===== src/rtl/npu_core.sv =====
// Two-neuron inference core: operand latch, dual MAC, scaled/saturating ReLU,
// argmax, output/debug shift registers and a result FIFO muxed onto one byte.
module npu_core #(
  parameter int ACC_W      = 20,
  parameter int RELU_SHIFT = 4,
  parameter int FIFO_DEPTH = 8
) (
  input  logic              CLKEXT,
  input  logic              RST,
  input  logic signed [7:0] DA,
  input  logic signed [7:0] DB,
  input  logic signed [7:0] DC,
  input  logic signed [7:0] DD,
  input  logic              RD_EN,
  input  logic [15:0]       SSFR,
  input  logic [15:0]       CON_SIG,
  input  logic              SHIFT_DEB,
  input  logic              EN_PISO_DEB,
  input  logic              CLR_PISO_DEB,
  output logic [7:0]        DATA_OUT
);

  localparam int PTR_W = $clog2(FIFO_DEPTH);
  localparam logic [PTR_W:0] FULL_CNT = (PTR_W+1)'(FIFO_DEPTH);

  logic [2:0] selOut;
  logic       bypassRelu1, bypassRelu2, enComp;
  logic       enBufIn, clrBuf, enMac, clrMac, enRelu;
  logic       shiftOut, enPisoOut, clrPisoOut, wrEn;
  logic       unusedBits;

  assign selOut      = SSFR[15:13];
  assign bypassRelu1 = SSFR[12];
  assign bypassRelu2 = SSFR[11];
  assign enComp      = SSFR[10];
  assign enBufIn     = CON_SIG[15];
  assign clrBuf      = CON_SIG[14];
  assign enMac       = CON_SIG[13];
  assign clrMac      = CON_SIG[12];
  assign enRelu      = CON_SIG[11];
  assign shiftOut    = CON_SIG[10];
  assign enPisoOut   = CON_SIG[9];
  assign clrPisoOut  = CON_SIG[8];
  assign wrEn        = CON_SIG[7];
  assign unusedBits  = ^{SSFR[9:0], CON_SIG[6:0]};

  logic signed [7:0]       bufA_q, bufB_q, bufC_q, bufD_q;
  logic signed [7:0]       bufA_d, bufB_d, bufC_d, bufD_d;
  logic signed [ACC_W-1:0] acc1_q, acc2_q, acc1_d, acc2_d;
  logic [7:0]              relu1_q, relu2_q, relu1_d, relu2_d;
  logic [7:0]              largest_q, largest_d;
  logic                    index_q, index_d;
  logic [15:0]             pisoOut_q, pisoOut_d;
  logic [31:0]             pisoDeb_q, pisoDeb_d;
  logic [PTR_W-1:0]        wrPtr_q, wrPtr_d, rdPtr_q, rdPtr_d;
  logic [PTR_W:0]          count_q, count_d;
  logic [7:0]              fifoQ_q, fifoQ_d;
  logic [7:0]              fifoMem [FIFO_DEPTH];

  logic signed [15:0]      prod1, prod2;
  logic                    doRead, doWrite;
  logic [7:0]              pisoOutHead, pisoDebHead;

  assign prod1       = bufA_q * bufB_q;
  assign prod2       = bufC_q * bufD_q;
  assign pisoOutHead = pisoOut_q[15:8];
  assign pisoDebHead = pisoDeb_q[31:24];

  // Clamp to 0..255 unless bypassed, in which case the raw low byte passes.
  function automatic logic [7:0] reluFn(input logic signed [ACC_W-1:0] acc,
                                        input logic bypass);
    logic signed [ACC_W-1:0] shifted;
    shifted = acc >>> RELU_SHIFT;
    if (bypass)                      return shifted[7:0];
    else if (shifted[ACC_W-1])       return 8'd0;
    else if (|shifted[ACC_W-2:8])    return 8'hFF;
    else                             return shifted[7:0];
  endfunction

  always_comb begin
    bufA_d = bufA_q;
    bufB_d = bufB_q;
    bufC_d = bufC_q;
    bufD_d = bufD_q;
    if (clrBuf) begin
      bufA_d = '0;
      bufB_d = '0;
      bufC_d = '0;
      bufD_d = '0;
    end else if (enBufIn) begin
      bufA_d = DA;
      bufB_d = DB;
      bufC_d = DC;
      bufD_d = DD;
    end
  end

  always_comb begin
    acc1_d = acc1_q;
    acc2_d = acc2_q;
    if (clrMac) begin
      acc1_d = '0;
      acc2_d = '0;
    end else if (enMac) begin
      acc1_d = acc1_q + {{(ACC_W-16){prod1[15]}}, prod1};
      acc2_d = acc2_q + {{(ACC_W-16){prod2[15]}}, prod2};
    end
  end

  always_comb begin
    relu1_d   = relu1_q;
    relu2_d   = relu2_q;
    largest_d = largest_q;
    index_d   = index_q;
    if (enRelu) begin
      relu1_d = reluFn(acc1_q, bypassRelu1);
      relu2_d = reluFn(acc2_q, bypassRelu2);
    end
    // Ties favour neuron 0.
    if (enComp) begin
      if (relu1_q >= relu2_q) begin
        largest_d = relu1_q;
        index_d   = 1'b0;
      end else begin
        largest_d = relu2_q;
        index_d   = 1'b1;
      end
    end
  end

  always_comb begin
    pisoOut_d = pisoOut_q;
    pisoDeb_d = pisoDeb_q;
    if (clrPisoOut)                 pisoOut_d = '0;
    else if (enPisoOut && shiftOut) pisoOut_d = {pisoOut_q[7:0], 8'h00};
    else if (enPisoOut)             pisoOut_d = {relu1_q, relu2_q};
    if (clrPisoDebSafe())           pisoDeb_d = '0;
    else if (EN_PISO_DEB && SHIFT_DEB) pisoDeb_d = {pisoDeb_q[23:0], 8'h00};
    else if (EN_PISO_DEB)           pisoDeb_d = {acc1_q[15:0], acc2_q[15:0]};
  end

  function automatic logic clrPisoDebSafe();
    return CLR_PISO_DEB;
  endfunction

  // A full FIFO still accepts a write when the same cycle frees a slot.
  assign doRead  = RD_EN && (count_q != '0);
  assign doWrite = wrEn && ((count_q != FULL_CNT) || doRead);

  always_comb begin
    wrPtr_d = wrPtr_q;
    rdPtr_d = rdPtr_q;
    count_d = count_q;
    fifoQ_d = fifoQ_q;
    if (doWrite) wrPtr_d = wrPtr_q + 1'b1;
    if (doRead) begin
      rdPtr_d = rdPtr_q + 1'b1;
      fifoQ_d = fifoMem[rdPtr_q];
    end
    case ({doWrite, doRead})
      2'b10:   count_d = count_q + 1'b1;
      2'b01:   count_d = count_q - 1'b1;
      default: count_d = count_q;
    endcase
  end

  always_ff @(posedge CLKEXT) begin
    if (RST) begin
      bufA_q    <= '0;
      bufB_q    <= '0;
      bufC_q    <= '0;
      bufD_q    <= '0;
      acc1_q    <= '0;
      acc2_q    <= '0;
      relu1_q   <= '0;
      relu2_q   <= '0;
      largest_q <= '0;
      index_q   <= 1'b0;
      pisoOut_q <= '0;
      pisoDeb_q <= '0;
      wrPtr_q   <= '0;
      rdPtr_q   <= '0;
      count_q   <= '0;
      fifoQ_q   <= '0;
    end else begin
      bufA_q    <= bufA_d;
      bufB_q    <= bufB_d;
      bufC_q    <= bufC_d;
      bufD_q    <= bufD_d;
      acc1_q    <= acc1_d;
      acc2_q    <= acc2_d;
      relu1_q   <= relu1_d;
      relu2_q   <= relu2_d;
      largest_q <= largest_d;
      index_q   <= index_d;
      pisoOut_q <= pisoOut_d;
      pisoDeb_q <= pisoDeb_d;
      wrPtr_q   <= wrPtr_d;
      rdPtr_q   <= rdPtr_d;
      count_q   <= count_d;
      fifoQ_q   <= fifoQ_d;
    end
  end

  // Storage needs no reset: only entries written since reset are ever read.
  always_ff @(posedge CLKEXT) begin
    if (!RST && doWrite) fifoMem[wrPtr_q] <= pisoOutHead;
  end

  always_comb begin
    DATA_OUT = 8'h00;
    case (selOut)
      3'd0:    DATA_OUT = fifoQ_q;
      3'd1:    DATA_OUT = pisoOutHead;
      3'd2:    DATA_OUT = {7'b0, index_q};
      3'd3:    DATA_OUT = largest_q;
      3'd4:    DATA_OUT = pisoDebHead;
      default: DATA_OUT = 8'h00;
    endcase
  end

endmodule


===== config.mk =====
export PLATFORM = sky130hd
export DESIGN_NAME = npu_core
export DESIGN_NICKNAME = d
export VERILOG_FILES = /design/src/rtl/npu_core.sv
export SDC_FILE = /design/constraint.sdc
export NUM_CORES = 1
export LEC_CHECK = 0
export BUFFER_PORTS_ARGS = -buffer_cell sky130_fd_sc_hd__buf_4
export CAP_MARGIN = 20
export CORE_ASPECT_RATIO = 1.25
export CORE_MARGIN = 8
export CORE_UTILIZATION = 30
export DETAILED_ROUTE_END_ITERATION = 10
export SLEW_MARGIN = 20
export SYNTH_ARGS = -nofsm -noshare
export SYNTH_HDL_FRONTEND = slang
export SYNTH_SLANG_ARGS = --single-unit

===== constraint.sdc =====
create_clock -name CLKEXT -period 8 [get_ports CLKEXT]
set_input_delay 1.6 -clock CLKEXT [delete_from_list [all_inputs] [get_ports CLKEXT]]
set_output_delay 1.6 -clock CLKEXT [all_outputs]
set_load 0.05 [all_outputs]

==> impl_results.md, run 1 <==
* Area share of the largest cell type after synthesis at 0.2045
* CP max stage cell: a2111oi_0
* Vias in the first global route at 11630
* Hpwl dp at approximately 28000 microns
* Crit. End Element: flop
* Number of antenna diodes at 0
* CP Max Fanout at 10
* Leakage power at 7.999 nW
* Worst-path clk slew at 0.06 ns
* Clock root buffer: clkbuf_16
* Fin Setup TNS at 0 ns
* TritonCTS clock tree: yes
* RD Place Congestion at 0.8405
* CTS H-tree lvls at 1
* Synth unique cells at 63
* Final Cycle Share at 0.7698
* Slowest cell delay on critical path at 0.56 ns
* Cts repair resizes at 0
* Mapped Area at 15960 sq um
* Routed vias/inst at roughly 4.8
* DRT iter0 DRCs at 473
* Mapped Cells at around 1600
* Max clock buf depth at 3
* Post-route ant nets at 0
* Largest net degree at the start of global routing at 58
* Drt drc at 0
* Rel. slew slack at 0.3454
* Synth Register Bits at around 230
* Cts hold-fix bufs at 0
* Required time of the critical path at around 8.5 ns
* GRT overflow at 0
* I/O Pins at 78
* Status: completed
* Die Span Y at 273.9 microns
* First-pass DRT Iterations at 5
* Drt total wl at roughly 36000 microns
* RSZ-0062 raised after global routing: no
* Post-synthesis sequential area ratio at 0.3249
* PwrDens at 171.3 nW/um^2
* Num CTS Buffers at 27
* Row count at between 90 and 100
* Prevailing post-synth register cell: dfxtp_1
* Hold Violations, Final at 0
* FF-to-FF path depth at 21
* Final setup vio count at 0
* Mean Syn Cell Area at 9.851 sq um
* Initial antenna violation count at 3
* Post-synth EDFFs at 64
* Final Max Tran Viols at 0
* Setup CP Type: reg2reg
* WHS Path Cells at 2
* Fin crit period at 6.159 ns
* Area of the multi-input gates at roughly 10000 sq um
* CP most frequent cell: fa_1
* Synth async-reset ratio at 0
* F_max at 162.4 MHz
* Synth area leader: dfxtp_1
* WHS at 0.4870 ns
* Postcts setup bufs at 0
* Worst-skew pair later-pin latency at 0.58 ns
* Max VDD drop at roughly 170 uV
* Max-cap violations at 0
* Yosys Warn Count at 0
* Die X-Extent at 222.3 microns
* DR vias at 11230
* Layout cell share with drive strength beyond 1 at 0.08398
* Port Buffers at 60
* First-pass GRT wire length at 59010 microns
* CP arrival at 6.62 ns
* Full die area at 60880 sq um
* Register area at 5185 sq um
* Fill count at 5254
* Final nets at 1953
* Hold Crit Class: reg2reg
* Initial Util at 0.3036
* Cell Chain, Critical Path: nand2_1 > fa_1 > fa_1 > inv_1 > fa_1 > inv_1 > fa_1 > inv_1 > ha_1 > o21ai_0 > o21bai_1 > a21oi_1 > xnor2_1 > ha_1 > a2111oi_0 > o21a_1 > o21ai_0 > a221o_1 > a211oi_1 > mux2i_1 > nand2_1
* Worst Skew at 0.02827 ns
* GRT Util Overall at 0.1159
* Worst setup SP type: flop
* Core area at 52570 sq um
* Avg WL per Cell at 15.21 microns
* Area growth, synth to finish at 12.94%
* Dominant cells by area after synthesis: dfxtp_1 (20%), fa_1 (14%), edfxtp_1 (12%)
* Measured slew at the worst slew-check pin at 0.9766 ns
* Syn_nets at 1915
* CTS Sinks at ~230
## registers in the layout, indices dropped and copies added, names as in the netlist
| signal | cells |
|---|---|
| acc1_q | 20 |
| acc2_q | 20 |
| bufA_q | 8 |
| bufB_q | 8 |
| bufC_q | 8 |
| bufD_q | 8 |
| count_q | 4 |
| fifoMem | 64 |
| fifoQ_q | 8 |
| index_q | 1 |
| largest_q | 8 |
| pisoDeb_q | 32 |
| pisoOut_q | 16 |
| rdPtr_q | 3 |
| relu1_q | 8 |
| relu2_q | 8 |
| wrPtr_q | 3 |
## routing by layer
metal	part of all wire	vias to the layer above	global-route usage
li1	-	5603	-
met2	0.49	192	0.2074
met1	0.44	5371	0.1411
met3	0.042	56	0.02138
met4	0.027	4	0.03195
met5	0.00073	-	0
## Yosys cell counts, types with 8 or more instances
| master | n |
|---|---|
| inv_1 | 192 |
| dfxtp_1 | 163 |
| nor2_1 | 156 |
| mux2i_1 | 126 |
| fa_1 | 113 |
| ha_1 | 112 |
| and2_1 | 87 |
| a21oi_1 | 74 |
| nand2_1 | 73 |
| edfxtp_1 | 64 |
| a211oi_1 | 62 |
| o21ai_0 | 51 |
| clkbuf_1 | 44 |
| xnor2_1 | 42 |
| a21o_1 | 32 |
| nand2b_1 | 25 |
| xor2_1 | 25 |
| mux4_2 | 16 |
| nor2b_1 | 14 |
| nor3_1 | 14 |
| o21a_1 | 11 |
| buf_1 | 10 |
| nand3_1 | 10 |
| o21bai_1 | 9 |
| nor4_1 | 8 |
| o211ai_1 | 8 |
## logic make-up after synthesis
logic type | Yosys count | share of synthesized area
compound gates | 293 | 0.1211
xor+xnor | 67 | 0.03677
fa+ha+maj | 225 | 0.2296
buf+inv | 251 | 0.05935
flops | 227 | 0.3249
mux | 144 | 0.1030
simple gates | 413 | 0.1253
## worst paths after layout
kind | from | to | slack [ns]
worst min-delay path | pisoDeb_q[23]$_SDFFE_PP0P_ | pisoDeb_q[23]$_SDFFE_PP0P_ | 0.49
worst max register to register | bufB_q[6]$_SDFFE_PP0P_ | acc1_q[18]$_SDFFE_PP0P_ | 1.84
worst min register to register | pisoDeb_q[23]$_SDFFE_PP0P_ | pisoDeb_q[23]$_SDFFE_PP0P_ | 0.49
worst max-delay path | bufB_q[6]$_SDFFE_PP0P_ | acc1_q[18]$_SDFFE_PP0P_ | 1.84
## cell type report
| cell class | instances | area share |
|---|---|---|
| clock inverters | 17 | 0.01083 |
| well taps | 672 | 0.04665 |
| multi-input cells | 1142 | 0.5457 |
| inverters | 193 | 0.04019 |
| repair buffers | 67 | 0.02790 |
| flip-flops and latches | 227 | 0.2877 |
| clock buffers | 33 | 0.04102 |
## layout by cell type, fill, tap and decap left out, drive strengths merged, types with 9 or more instances in the layout
| master | netlist | layout |
|---|---|---|
| inv | 192 | 196 |
| dfxtp | 163 | 163 |
| nor2 | 156 | 156 |
| mux2i | 126 | 126 |
| fa | 113 | 113 |
| ha | 112 | 112 |
| and2 | 87 | 87 |
| a21oi | 74 | 74 |
| nand2 | 73 | 73 |
| buf | 14 | 67 |
| edfxtp | 64 | 64 |
| a211oi | 63 | 63 |
| o21ai | 53 | 53 |
| xnor2 | 42 | 42 |
| a21o | 33 | 33 |
| clkbuf | 44 | 33 |
| nand2b | 25 | 25 |
| xor2 | 25 | 25 |
| mux4 | 16 | 16 |
| nor2b | 14 | 14 |
| nor3 | 14 | 14 |
| o21a | 11 | 11 |
| nand3 | 10 | 10 |
| o21bai | 9 | 9 |
| clkinv | 1 | 9 |
## power breakdown
group          internal, W  total [W]  switching (W)  leakage, nW
Combinational     0.000218   0.000486       0.000268         5.63
Clock             0.000763    0.00129       0.000528        0.454
Sequential         0.00124    0.00131      0.0000677         1.91
## worst max-delay path, delay by kind of cell (launching register included)
kind                     cells  cell delay, ns
AO/OA/AOI/OAI                8            2.05
XOR/XNOR                     1            0.16
adder cells (fa/ha/maj)      6            2.73
buffers and inverters        3            0.15
flip-flops                   1            0.54
multiplexers                 1            0.22
AND/OR/NAND/NOR              2            0.21
## stage by stage
stage | cells | total power (W) | util | instance area, sq um | setup slack [ns]
4_1_cts | 2351 | 0.003123 | 0.3429 | 18020 | 1.797
3_3_place_gp | 2301 | 0.001807 | 0.3251 | 17090 | 1.885
5_1_grt | 2351 | 0.003227 | 0.3429 | 18020 | 1.298
2_1_floorplan | 1620 | 0.001693 | - | 15960 | 2.343
3_5_place_dp | 2301 | 0.001823 | 0.3251 | 17090 | 1.825
6_report | 2351 | 0.003087 | 0.3429 | 18020 | 1.841
No activity file was read; power rests on OpenSTA's default activity.
==> inputs of run 2 (changes only) <==
- clock period: 8 -> 6.1 ns (I/O delays scaled with it)
==> run 2 against run 1 <==
Net effect: wire length down 0.84%; first-iteration DRC count up 5.3%; non-clock buffer count grew 21; sequential share of layout area shrank 0.32 points; critical path depth grew 2; clock skew down 0.016 ns; via count rose by 1.0%; clock-buffer cell count is 5 lower; final cell count rose by 0.89%; die area unchanged; worst hold slack got worse by 0.0029 ns; critical path type unchanged.
==> impl_results.md, run 2 (same netlist as run 1, synthesis figures left out) <==
* Avg WL per Cell at 14.95 microns (was 15.21 microns)
* GRT Max-Usage Layer: met2 (unchanged)
* Setup CP Type: reg2reg (unchanged)
* Met3 Usage GRT at 0.02063 (was 0.02138)
* Met2 usage at 0.2064 (was 0.2074)
* R2R setup slack at 0.25 ns (was 1.84 ns)
* Layout cell share with drive strength beyond 1 at 0.1147 (was 0.08398)
* Initial Util at 0.3036 (unchanged)
* Final setup vio count at 0 (unchanged)
* F_max at 170.8 MHz (was 162.4 MHz)
* CP arrival at 6.27 ns (was 6.62 ns)
* Measured slew at the worst slew-check pin at 0.9382 ns (was 0.9766 ns)
* Fill count at 5263 (was 5254)
* Final core utilization at 0.3482 (was 0.3429)
* Area growth, synth to finish at 14.70% (was 12.94%)
* Worst-skew pair later-pin latency at 0.55 ns (was 0.58 ns)
* Net switching fraction of the power at 0.2726 (was 0.2799)
* Inst Count DP at 2320 (was 2301)
* Required time of the critical path at 6.51 ns (was 8.47 ns)
* First-pass DRT Iterations at 5 (unchanged)
* Drt total wl at 35460 microns (was 35760 microns)
* WHS Path Cells at 2 (unchanged)
* First-pass GRT wire length at 58590 microns (was 59010 microns)
* WHS Endpoint: pisoDeb_q[20]$_SDFFE_PP0P_ (was pisoDeb_q[23]$_SDFFE_PP0P_)
* Final nets at 1974 (was 1953)
* Fin crit period at 5.854 ns (was 6.159 ns)
* Number of antenna diodes at 0 (unchanged)
* Leakage power at 8.130 nW (was 7.999 nW)
* Rel. slew slack at 0.3711 (was 0.3454)
* Post-route ant nets at 0 (unchanged)
* Crit. End Element: flop (unchanged)
* Finished Layout Cells at 2372 (was 2351)
* Worst setup SP type: flop (unchanged)
* P_sw at 0.001123 W (was 0.0008640 W)
* Port Buffers at 60 (unchanged)
* Final Cycle Share at 0.9596 (was 0.7698)
* RR Startpoint: bufD_q[7]$_SDFFE_PP0P_ (was bufB_q[6]$_SDFFE_PP0P_)
* FF-to-FF path depth at 23 (was 21)
* Clock root buffer: clkbuf_16 (unchanged)
* Max VDD drop at 218.0 uV (was 165.5 uV)
* GRT Util Overall at 0.1143 (was 0.1159)
* Die Span Y at 273.9 microns (unchanged)
* Design Area, Final at 18310 sq um (was 18020 sq um)
* Fin Setup TNS at 0 ns (unchanged)
* CP Max Fanout at 10 (unchanged)
* Worst-path clk slew at 0.06 ns (about the same)
* Row count at 94 (unchanged)
* Worst Skew at 0.01257 ns (was 0.02827 ns)
* Die X-Extent at 222.3 microns (unchanged)
* CTS H-tree lvls at 1 (unchanged)
* Top flop regs: fifoMem: 64 flops, pisoDeb_q: 32 flops (unchanged)
* Sequential power share at 0.415 (was 0.424)
* Hold Crit Start: pisoDeb_q[20]$_SDFFE_PP0P_ (was pisoDeb_q[23]$_SDFFE_PP0P_)
* Routed vias/inst at 4.781 (was 4.775)
* Biggest register: fifoMem (unchanged)
* PwrDens at 225.1 nW/um^2 (was 171.3 nW/um^2)
* Drt drc at 0 (unchanged)
* CTS Sinks at 227 (unchanged)
* Comb power frac at 0.158 (about the same)
* DR vias at 11340 (was 11230)
* Pint at 0.002997 W (was 0.002223 W)
* Hold Crit Class: reg2reg (unchanged)
* Grt met1 use at 0.1382 (was 0.1411)
* Hpwl dp at 27840 microns (was 27850 microns)
* Commonest non-fill, non-tap cell in the layout: inv_1 (unchanged)
* Clock Power Share at 0.427 (was 0.418)
* Max clock buf depth at 3 (unchanged)
* Status: completed (unchanged)
* DP Area at 17230 sq um (was 17090 sq um)
* Initial antenna violation count at 1 (was 3)
* RD Place Congestion at 0.8407 (was 0.8405)
* Core area at 52570 sq um (unchanged)
* Max reg flops at 64 (unchanged)
* FF-to-FF End: acc2_q[18]$_SDFFE_PP0P_ (was acc1_q[18]$_SDFFE_PP0P_)
* DRT iter0 DRCs at 498 (was 473)
* Final Max Tran Viols at 0 (unchanged)
* Max-cap violations at 0 (unchanged)
* Vias in the first global route at 11730 (was 11630)
* Hold Violations, Final at 0 (unchanged)
* Commonest cells after routing, fill and taps aside: inv_1 (192), nor2_1 (156), dfxtp_1 (148) (was inv_1 (192), dfxtp_1 (163), nor2_1 (156))
* TritonCTS clock tree: yes (unchanged)
* Largest net degree at the start of global routing at 58 (unchanged)
* GRT overflow at 0 (unchanged)
* Num CTS Buffers at 27 (unchanged)
* Full die area at 60880 sq um (unchanged)
* I/O Pins at 78 (unchanged)
run 2: cell count changes in the layout (fill, tap and decap cells not counted), sizes merged:
cell / before / now
clkinv: 9 / 5
bufinv: 3 / 6
buf: 67 / 88
clkinvlp: 2 / 7
inv: 196 / 197
clkbuf: 33 / 28
run 2: layout make-up:
| class | count | area (sq um) | area share |
|---|---|---|---|
| Multi-Input combinational cell | 1142 | 9901 | 0.5409 |
| Timing Repair Buffer | 88 | 660.6 | 0.03609 |
| Tap cell | 672 | 840.8 | 0.04593 |
| Clock inverter | 22 | 292.8 | 0.01599 |
| Inverter | 193 | 724.4 | 0.03958 |
| Clock buffer | 28 | 679.4 | 0.03712 |
| Sequential cell | 227 | 5206 | 0.2844 |
run 2: worst max-delay path, stage by stage (launching register included):
cell and delay (ns):
dfxtp_1 0.57, nand2b_1 0.14, fa_1 0.47, fa_1 0.49, inv_1 0.05, fa_1 0.47, inv_1 0.05, fa_1 0.47
inv_1 0.04, ha_1 0.33, a21oi_2 0.20, o21bai_1 0.10, a21oi_2 0.18, o21ai_0 0.15, or4_1 0.41, nand3_1 0.16
ha_1 0.32, a21o_1 0.18, a21oi_1 0.21, a21boi_0 0.12, o21a_1 0.17, o22ai_1 0.19, xor2_1 0.17, o21ai_0 0.09
run 2: worst max-delay path by stage:
| stage | start | endpoint | cells after the start |
|---|---|---|---|
| after global placement | bufA_q[2]$_SDFFE_PP0P_ | acc1_q[19]$_SDFFE_PP0P_ | 23 |
| after CTS | bufA_q[2]$_SDFFE_PP0P_ | acc1_q[18]$_SDFFE_PP0P_ | 21 |
| after global routing | bufD_q[1]$_SDFFE_PP0P_ | acc2_q[18]$_SDFFE_PP0P_ | 24 |
| after floorplan | bufB_q[3]$_SDFFE_PP0P_ | acc1_q[19]$_SDFFE_PP0P_ | 23 |
| final | bufD_q[7]$_SDFFE_PP0P_ | acc2_q[18]$_SDFFE_PP0P_ | 23 |
| after detailed placement | bufA_q[2]$_SDFFE_PP0P_ | acc1_q[18]$_SDFFE_PP0P_ | 21 |
run 2: through the flow:
stage               setup WS, ns  total power (W)  hold slack (ns)
floorplan                 0.4428         0.002220           0.4524
global placement         0.09066         0.002374           0.4722
detailed placement       0.04594         0.002396           0.4766
CTS                      0.05812         0.004165           0.4849
global route            -0.01688         0.004312           0.5045
finish                    0.2462         0.004120           0.4840
run 2: repair_timing:
| item | in CTS | in global routing |
|---|---|---|
| endpoints found under the setup margin | 0 | 7 |
| buffers inserted | 0 | 2 |
| endpoints found under the hold margin | 0 | 0 |
| gates resized for setup | 0 | 35 |
| hold buffers | 0 | 0 |
run 2: power by group through the flow:
stage	registers [W]	clock network, W	logic [W]
after global routing	0.00172	0.00186	0.000731
final	0.00171	0.00176	0.000651
after detailed placement	0.00174	0	0.000652
after global placement	0.00174	0	0.000633
after CTS	0.00171	0.00180	0.000654
after floorplan	0.00170	0	0.000516
run 2: routing by layer:
layer,part of all wire,vias to the layer above
met4,0.025,2
met3,0.041,55
met5,0.00025,-
met2,0.49,209
li1,-,5660
met1,0.44,5414
==> inputs of run 3 (changes only) <==
- CELL_PAD_IN_SITES_DETAIL_PLACEMENT: default -> 0
- CELL_PAD_IN_SITES_GLOBAL_PLACEMENT: default -> 2
- CORE_UTILIZATION: 30 -> 41
- PLACE_DENSITY_LB_ADDON: default -> 0.1
==> run 3 against run 2 <==
Net effect: sequential share of layout area up 0.34 points; design area shrank 1.2%; critical path depth shrank 4; critical path type unchanged; sequential power about the same; fmax rose by 1.3%; die area fell by 25%; clock power shrank 12%; clock skew fell by 0.0019 ns; core utilization grew 12 points; wire length is 3.8% higher.
==> impl_results.md, run 3 (same netlist as run 1, synthesis figures left out) <==
* Status: completed (unchanged)
* RD Place Congestion at 0.7766 (was 0.8407)
* Num CTS Buffers at 26 (was 27)
* Final nets at 1986 (was 1974)
* Fin crit period at 5.779 ns (was 5.854 ns)
* GRT Util Overall at 0.1637 (was 0.1143)
* Area growth, synth to finish at 13.36% (was 14.70%)
* Routed vias/inst at 5.043 (was 4.781)
* DP Area at 17100 sq um (was 17230 sq um)
* TritonCTS clock tree: yes (unchanged)
* PwrDens at 216.7 nW/um^2 (was 225.1 nW/um^2)
* CTS Sinks at 227 (unchanged)
* Max-cap violations at 0 (unchanged)
* Drt total wl at 36790 microns (was 35460 microns)
* Worst-skew pair later-pin latency at 0.54 ns (was 0.55 ns)
* GRT overflow at 0 (unchanged)
* Number of antenna diodes at 0 (unchanged)
* Full die area at 45530 sq um (was 60880 sq um)
* Total power at 0.003921 W (was 0.004120 W)
* Initial antenna violation count at 1 (unchanged)
* Leakage power at 8.144 nW (was 8.130 nW)
* Largest net degree at the start of global routing at 58 (unchanged)
* CP arrival at 6.19 ns (was 6.27 ns)
* Measured slew at the worst slew-check pin at 0.8724 ns (was 0.9382 ns)
* Inst Count DP at 2158 (was 2320)
* Worst setup SP type: flop (unchanged)
* Port Buffers at 60 (unchanged)
* DRT iter0 DRCs at 331 (was 498)
* Final Cycle Share at 0.9474 (was 0.9596)
* Commonest non-fill, non-tap cell in the layout: inv_1 (unchanged)
* Max reg flops at 64 (unchanged)
* Initial Util at 0.4111 (was 0.3036)
* Required time of the critical path at 6.51 ns (about the same)
* Finished Layout Cells at 2209 (was 2372)
* Layout cell share with drive strength beyond 1 at 0.1192 (was 0.1147)
* RSZ-0062 raised after global routing: no
* Vias in the first global route at 11530 (was 11730)
* I/O Pins at 78 (unchanged)
* Avg WL per Cell at 16.66 microns (was 14.95 microns)
* Max clock buf depth at 3 (unchanged)
* Max VDD drop at 215.0 uV (was 218.0 uV)
* Cts hold-fix bufs at 0 (unchanged)
* CP Max Fanout at 7 (was 10)
* Core area at 38820 sq um (was 52570 sq um)
* CTS H-tree lvls at 1 (unchanged)
* F_max at 173.0 MHz (was 170.8 MHz)
* Final setup vio count at 0 (unchanged)
* Hpwl dp at 29030 microns (was 27840 microns)
* Biggest register: fifoMem (unchanged)
* Die X-Extent at 192.5 microns (was 222.3 microns)
* Die Span Y at 236.6 microns (was 273.9 microns)
* Commonest cells after routing, fill and taps aside: inv_1 (192), nor2_1 (156), dfxtp_1 (148) (unchanged)
* Design Area, Final at 18090 sq um (was 18310 sq um)
* DR vias at 11140 (was 11340)
* Rel. slew slack at 0.4184 (was 0.3711)
* Clock root buffer: clkbuf_16 (unchanged)
* Post-route ant nets at 0 (unchanged)
* Final core utilization at 0.4661 (was 0.3482)
* Setup CP Type: reg2reg (unchanged)
* Worst Skew at 0.01069 ns (was 0.01257 ns)
* Hold Crit Class: reg2reg (unchanged)
* Worst-path clk slew at 0.06 ns (about the same)
* Crit. End Element: flop (unchanged)
* Top flop regs: fifoMem: 64 flops, pisoDeb_q: 32 flops (unchanged)
* First-pass DRT Iterations at 5 (unchanged)
* Hold Violations, Final at 0 (unchanged)
* Fin Setup TNS at 0 ns (unchanged)
* Slowest cell delay on critical path at 0.68 ns (was 0.57 ns)
* Final Max Tran Viols at 0 (unchanged)
* First-pass GRT wire length at 60620 microns (was 58590 microns)
* Drt drc at 0 (unchanged)
* Row count at 81 (was 94)
* Cell Chain, Critical Path: buf_4 > nand2_1 > fa_2 > fa_1 > fa_1 > inv_1 > fa_1 > ha_1 > a21o_1 > a211o_1 > a21oi_1 > nor3_1 > or2_2 > ha_1 > nand4_1 > a211o_1 > a21o_1 > o2111ai_1 > o31ai_1 (was nand2b_1 > fa_1 > fa_1 > inv_1 > fa_1 > inv_1 > fa_1 > inv_1 > ha_1 > a21oi_2 > o21bai_1 > a21oi_2 > o21ai_0 > or4_1 > nand3_1 > ha_1 > a21o_1 > a21oi_1 > a21boi_0 > o21a_1 > o22ai_1 > xor2_1 > o21ai_0)
* CP max stage cell: fa_2 (was dfxtp_1)
* CP most frequent cell: fa_1 (unchanged)
## run 3: cell types whose count changed in the layout (fill, tap and decap cells not counted), moves of 3 or more
cell / previous run / this run
buf_4: 88 / 101
bufinv_16: 6 / 2
clkinv_4: 0 / 3
inv_6: 4 / 1
nor3_1: 11 / 14
clkbuf_1: 1 / 5
nor3_2: 3 / 0
## run 3: per-stage QoR
step	setup WS [ns]	hold slack, ns
2_1_floorplan	0.4428	0.4524
3_3_place_gp	0.002797	0.4716
3_5_place_dp	0.04153	0.4778
4_1_cts	0.02144	0.4861
5_1_grt	0.005412	0.5051
6_report	0.3206	0.4868
## run 3: path summary, 6_finish.rpt
kind	startpoint	end	slack, ns	cells past startpoint
hold / removal	pisoDeb_q[21]$_SDFFE_PP0P_	pisoDeb_q[21]$_SDFFE_PP0P_	0.49	2
setup reg to reg	bufC_q[7]$_SDFFE_PP0P_	acc2_q[19]$_SDFFE_PP0P_	0.32	19
hold reg to reg	pisoDeb_q[21]$_SDFFE_PP0P_	pisoDeb_q[21]$_SDFFE_PP0P_	0.49	2
setup / recovery	bufC_q[7]$_SDFFE_PP0P_	acc2_q[19]$_SDFFE_PP0P_	0.32	19
## run 3: timing repair
action | in CTS | in global routing
gates resized for setup | 0 | 39
setup endpoints to repair | 0 | 10
setup buffers | 0 | 3
## run 3: report_power, final
part | internal [W] | total (W) | switching (W)
Combinational | 0.000296 | 0.000656 | 0.000361
Sequential | 0.00163 | 0.00171 | 0.0000816
Clock | 0.000911 | 0.00155 | 0.000644
Total | 0.00283 | 0.00392 | 0.00109
## run 3: routing by layer
| layer | wire (microns) | global-route usage | vias up |
|---|---|---|---|
| li1 | - | - | 5675 |
| met1 | 16380 | 0.2017 | 5308 |
| met2 | 18620 | 0.2948 | 118 |
| met3 | 1101 | 0.02296 | 38 |
| met4 | 685 | 0.03871 | 2 |
| met5 | 13 | 0 | - |
## run 3: cell type report
class	count	area, sq um
fill	3810	20720
multi-input combinational	1142	9925
sequential	227	5206
timing repair buffer	101	758.2
inverter	193	724.4
clock buffer	33	708.2
tap	498	623.1
clock inverter	15	146.4
## run 3: worst max-delay path: cells and delay by family, from the launching register on
kind	cells	cell delay (ns)
adders and majority gates	6	2.88
buffers and inverters	2	0.19
DFF	1	0.38
and+or+nand+nor	4	0.75
AOI/OAI and AO/OA	7	1.45
